File: config.mk
export PLATFORM = sky130hd
export DESIGN_NAME = clk_rst_seq
export DESIGN_NICKNAME = d
export VERILOG_FILES = /design/src/rtl/clk_rst_seq.sv
export SDC_FILE = /design/constraint.sdc
export NUM_CORES = 1
export LEC_CHECK = 0
export CORE_UTILIZATION = 55
export DETAILED_ROUTE_END_ITERATION = 16
export PLACE_DENSITY_LB_ADDON = 0.12
export SYNTH_ARGS = -nofsm -noshare
export SYNTH_HDL_FRONTEND = slang
export SYNTH_SLANG_ARGS = --single-unit
File: constraint.sdc
create_clock -name clk -period 2.7 [get_ports clk]
set_input_delay 0.675 -clock clk [delete_from_list [all_inputs] [get_ports clk]]
set_output_delay 0.675 -clock clk [all_outputs]
set_load 0.02 [all_outputs]
File: src/rtl/clk_rst_seq.sv
// Reset sequencer behind the DCM: pulses DCM RST, qualifies LOCKED, then releases DDR/MIG and system resets.
// Define CLKRST_CALIB_WAIT_EN to hold sys_rst_n until MIG calibration completes.
module clk_rst_seq #(
  parameter int RST_PULSE    = 8,
  parameter int LOCK_STABLE  = 1024,
  parameter int LOCK_TIMEOUT = 65535,
  parameter int CNT_W        = 17
) (
  input  logic       clk,
  input  logic       rst_n,
  input  logic       locked,
  input  logic       calib_done,
  output logic       dcm_rst,
  output logic       ddr_rst_n,
  output logic       sys_rst_n,
  output logic [7:0] retry_cnt,
  output logic       lock_lost,
  output logic [2:0] state
);

  typedef enum logic [2:0] {
    S_DCM_RST   = 3'd0,
    S_WAIT_LOCK = 3'd1,
    S_STABLE    = 3'd2,
    S_CALIB     = 3'd3,
    S_RUN       = 3'd4
  } state_t;

  localparam logic [CNT_W-1:0] C_PULSE_END   = CNT_W'(RST_PULSE - 1);
  localparam logic [CNT_W-1:0] C_STABLE_END  = CNT_W'(LOCK_STABLE - 1);
  localparam logic [CNT_W-1:0] C_TIMEOUT_END = CNT_W'(LOCK_TIMEOUT - 1);

`ifdef CLKRST_CALIB_WAIT_EN
  localparam state_t S_STABLE_EXIT = S_CALIB;
`else
  localparam state_t S_STABLE_EXIT = S_RUN;
`endif

  logic [1:0]       r_rst_sync;
  logic [1:0]       r_lock_sync;
  state_t           r_state;
  logic [CNT_W-1:0] r_cnt;
  logic             r_dcm_rst;
  logic             r_ddr_rst_n;
  logic             r_sys_rst_n;
  logic [7:0]       r_retry;
  logic             r_lost;

  logic             w_rst_rel;
  logic             w_locked_s;
  logic             w_calib_s;
  state_t           w_state_nxt;
  logic             w_cnt_inc;
  logic [CNT_W-1:0] w_cnt_nxt;
  logic [7:0]       w_retry_nxt;
  logic             w_lost_nxt;
  logic             w_dcm_nxt;
  logic             w_ddr_nxt;
  logic             w_sys_nxt;

  // Reset asserts asynchronously but the FSM only starts two edges after rst_n deasserts.
  always_ff @(posedge clk or negedge rst_n) begin
    if (!rst_n) r_rst_sync <= '0;
    else        r_rst_sync <= {r_rst_sync[0], 1'b1};
  end
  assign w_rst_rel = r_rst_sync[1];

  always_ff @(posedge clk or negedge rst_n) begin
    if (!rst_n) r_lock_sync <= '0;
    else        r_lock_sync <= {r_lock_sync[0], locked};
  end
  assign w_locked_s = r_lock_sync[1];

`ifdef CLKRST_CALIB_WAIT_EN
  logic [1:0] r_calib_sync;
  always_ff @(posedge clk or negedge rst_n) begin
    if (!rst_n) r_calib_sync <= '0;
    else        r_calib_sync <= {r_calib_sync[0], calib_done};
  end
  assign w_calib_s = r_calib_sync[1];
`else
  logic w_unused_calib;
  assign w_unused_calib = calib_done;
  assign w_calib_s      = 1'b0;
`endif

  always_comb begin
    w_state_nxt = r_state;
    w_cnt_inc   = 1'b0;
    w_retry_nxt = r_retry;
    w_lost_nxt  = 1'b0;
    case (r_state)
      S_DCM_RST: begin
        if (r_cnt == C_PULSE_END) w_state_nxt = S_WAIT_LOCK;
        else                      w_cnt_inc   = 1'b1;
      end
      S_WAIT_LOCK: begin
        // A lock arriving on the timeout cycle still counts as a lock.
        if (w_locked_s) begin
          w_state_nxt = S_STABLE;
        end else if (r_cnt == C_TIMEOUT_END) begin
          w_state_nxt = S_DCM_RST;
          if (r_retry != 8'hFF) w_retry_nxt = r_retry + 8'd1;
        end else begin
          w_cnt_inc = 1'b1;
        end
      end
      S_STABLE: begin
        if (!w_locked_s)                w_state_nxt = S_WAIT_LOCK;
        else if (r_cnt == C_STABLE_END) w_state_nxt = S_STABLE_EXIT;
        else                            w_cnt_inc   = 1'b1;
      end
`ifdef CLKRST_CALIB_WAIT_EN
      S_CALIB: begin
        if (!w_locked_s) begin
          w_state_nxt = S_DCM_RST;
          w_lost_nxt  = 1'b1;
        end else if (w_calib_s) begin
          w_state_nxt = S_RUN;
        end
      end
`endif
      S_RUN: begin
        if (!w_locked_s) begin
          w_state_nxt = S_DCM_RST;
          w_lost_nxt  = 1'b1;
        end
      end
      default: w_state_nxt = S_DCM_RST;
    endcase

    w_cnt_nxt = (w_state_nxt != r_state) ? '0 : (w_cnt_inc ? r_cnt + 1'b1 : r_cnt);
    // Outputs decode the next state so the reset ordering holds by construction.
    w_dcm_nxt = (w_state_nxt == S_DCM_RST);
    w_ddr_nxt = (w_state_nxt == S_CALIB) || (w_state_nxt == S_RUN);
    w_sys_nxt = (w_state_nxt == S_RUN);
  end

  always_ff @(posedge clk or negedge rst_n) begin
    if (!rst_n) begin
      r_state     <= S_DCM_RST;
      r_cnt       <= '0;
      r_dcm_rst   <= 1'b1;
      r_ddr_rst_n <= 1'b0;
      r_sys_rst_n <= 1'b0;
      r_retry     <= '0;
      r_lost      <= 1'b0;
    end else if (w_rst_rel) begin
      r_state     <= w_state_nxt;
      r_cnt       <= w_cnt_nxt;
      r_dcm_rst   <= w_dcm_nxt;
      r_ddr_rst_n <= w_ddr_nxt;
      r_sys_rst_n <= w_sys_nxt;
      r_retry     <= w_retry_nxt;
      r_lost      <= w_lost_nxt;
    end
  end

  assign dcm_rst   = r_dcm_rst;
  assign ddr_rst_n = r_ddr_rst_n;
  assign sys_rst_n = r_sys_rst_n;
  assign retry_cnt = r_retry;
  assign lock_lost = r_lost;
  assign state     = r_state;

endmodule
==> reports/metrics.csv <==
metric,value,unit
drt_pre_antenna_iters,4,
finalCoreUtilization,65.2,%
wirelength,4650,um
yosys.cell_types.count,57,
regToRegSetupSlack,340,ps
layout-area-overhead-vs-synth,13.1,%
commonest_cells_in_the_synthesized_netlist,"35 x dfrtp_1, 30 x nand2_1, 15 x o211ai_1",
synthArstFlopShare,100,%
first_pass_grt_wire_length,7870,um
tritoncts,built,
cp-end-kind,register,
timing.critical_path.cells,nand4_1 -> nor4_2 -> nor2b_1 -> buf_4 -> o21ai_4 -> o211ai_1,
crit_buf_inv,1,
synth.yosys.seq_area_share,42.7,%
post_route_cell_area,2390,um^2
die_area,4090,um^2
critical-path-slowest-cell,dfrtp_1,
powerDensity,585,nW/um^2
drcViolationCount,0,
status,completed,
final_min_period_over_clock_period,87.6,%
cts.repair.resized,0,
fp.dieH,64.0,um
peak_per_stage_delay_on_the_critical_path,520,ps
relSlewSlack,46.0,%
timing.setup.critical_path_class,register to register,
p_leak,0.938,nW
clock_latency,290,ps
synth_nets,225,
finalHoldViolations,0,
number_of_cell_rows,22,
arrival,2520,ps
grt_max_degree,37,
synth.most_common_cell,dfrtp_1,
critPathRequiredTime,2860,ps
ioPinCount,19,
synth.avg_cell_area,9.68,um^2
ys.flop_type,dfrtp_1,
worst_slew_pin_slew,809,ps
portion_of_synthesized_cell_area_occupied_by_the_leading_cell_type,41.5,%
synth_edf_count,0,
route.vias.total,1790,
routedWlPerCell,16.4,um
cap_violations,0,
rr_startpoint,r_cnt[10],
worst_r2r_path_depth,6,
worst_setup_path_startpoint,r_cnt[10],
rr_endpoint,r_cnt[13],
clock-sinks,36,
power,1.40,mW
gp_routability_congestion,0.814,
yosys-top-cells-area,"dfrtp_1 41%, nand2_1 5.3%, o211ai_1 5.3%, nand4_1 3.6%, xnor2_1 2.9%",
ctsRootBufferMaster,clkbuf_8,
numCtsBuffers,5,
clk_pin_slew,70,ps
gr-usage-all-layers,25.1,%
effective_utilization_at_floorplan,57.7,%
antennaDiodeCount,0,
ctsHoldBuffers,0,
cts_post_setup_buffers_inserted,0,
vias_per_cell,6.33,
fin_worst_skew,9.25,ps
min-delay-start,r_rst_sync[0],
number_of_logic_stages_on_the_critical_path_including_buffering,6,
start_kind,register,
final.min_clock_period,2360,ps
critical_path.top_delay_family,simple AND/OR/NAND/NOR gates,
route.antenna.remaining_nets,0,
drive_above_1_share,12.8,%
ir_worst_vdd,372,uV
grt_pass1_vias,1760,
floorplan_die_width,64.0,um
yosys_warnings,0,
ys_seq_elements,36,
placement_stage_cell_area,2280,um^2
setup_viol_count_final,0,
setup_total_negative_slack,0,ps
cts.htree.levels,2,
portBuffers,17,
cp_max_fo,9,
hold_path_depth,0,
post_synth_instance_area,2110,um^2
fmax,423,MHz
overflow,0,
synth_cells,218,
detailedPlacementHpwl,3220,um
drt_first_iter_violations,197,
worst_hold_path.endpoint,r_rst_sync[1],
hold_class,register to register,
placeableCoreArea,3660,um^2
clock_path_buffers,2,
drv_slew,0,
rsz0062_at_grt,no,
antenna_found_initial,0,
num-nets-final,241,
synth_top_area_cell,dfrtp_1,
## power breakdown
group	switching, mW	internal, mW	leakage, nW
sequential	0.0747	0.583	0.483
combinational	0.161	0.111	0.400
clock	0.192	0.274	0.0552
total	0.428	0.969	0.938
## final cells by class
type                       count  area [um^2]
fill                         307         1270
inverter                       8         30.0
clock buffer                   6         72.6
tap                           48         60.1
clock inverter                 2         35.0
multi-input combinational    158         1060
sequential                    36          902
timing repair buffer          25          230
## cell families after synthesis
family	share of synthesized area, %
AND/OR/NAND/NOR	24.2
multiplexers	1.07
adder cells (fa/ha/maj)	2.31
AO/OA/AOI/OAI	19.0
other	0.178
buffers and inverters	7.17
flip-flops	42.7
XOR/XNOR	3.32
## metal layers
layer	global-route usage, %	vias to the layer above	share of wire [%]
li1	-	844	-
met3	6.25	6	4.6
met2	42.0	58	51
met4	10.8	0	1.5
met5	0	-	0
met1	30.7	882	43
## through the flow
stage          cells  setup slack, ps  hold WS (ps)
2_1_floorplan    218              682           331
3_3_place_gp     275              414           332
3_5_place_dp     275              343           346
4_1_cts          283              326           362
5_1_grt          283              166           368
6_report         283              336           362
## worst register-to-register path: stages (launching register included)
cell,delay [ps]
dfrtp_1,520
nand4_1,280
nor4_2,480
nor2b_1,280
buf_4,250
o21ai_4,280
o211ai_1,150
## worst max path at each step
stage           endpoint  slack (ps)
3_5_place_dp   r_cnt[14]         340
4_1_cts         r_cnt[7]         330
2_1_floorplan   r_cnt[5]         680
5_1_grt         r_cnt[7]         170
6_report       r_cnt[13]         340
3_3_place_gp    r_cnt[5]         410
## flip-flops by register name (all words and copies together) (netlist names)
name / flops
ddr_rst_n: 1
r_rst_sync: 2
r_lock_sync: 2
dcm_rst: 1
sys_rst_n: 1
state: 3
lock_lost: 1
r_cnt: 17
retry_cnt: 8
## cell usage in the layout, fill, tap and decap left out, types with 8 or more instances in the layout
cell type,instances
clkdlybuf4s50_1,17
nand2_1,30
nor3_1,9
o21ai_1,11
o211ai_1,15
dfrtp_1,35
buf_4,8
nand4_1,12
(Power assumes the default switching activity.)
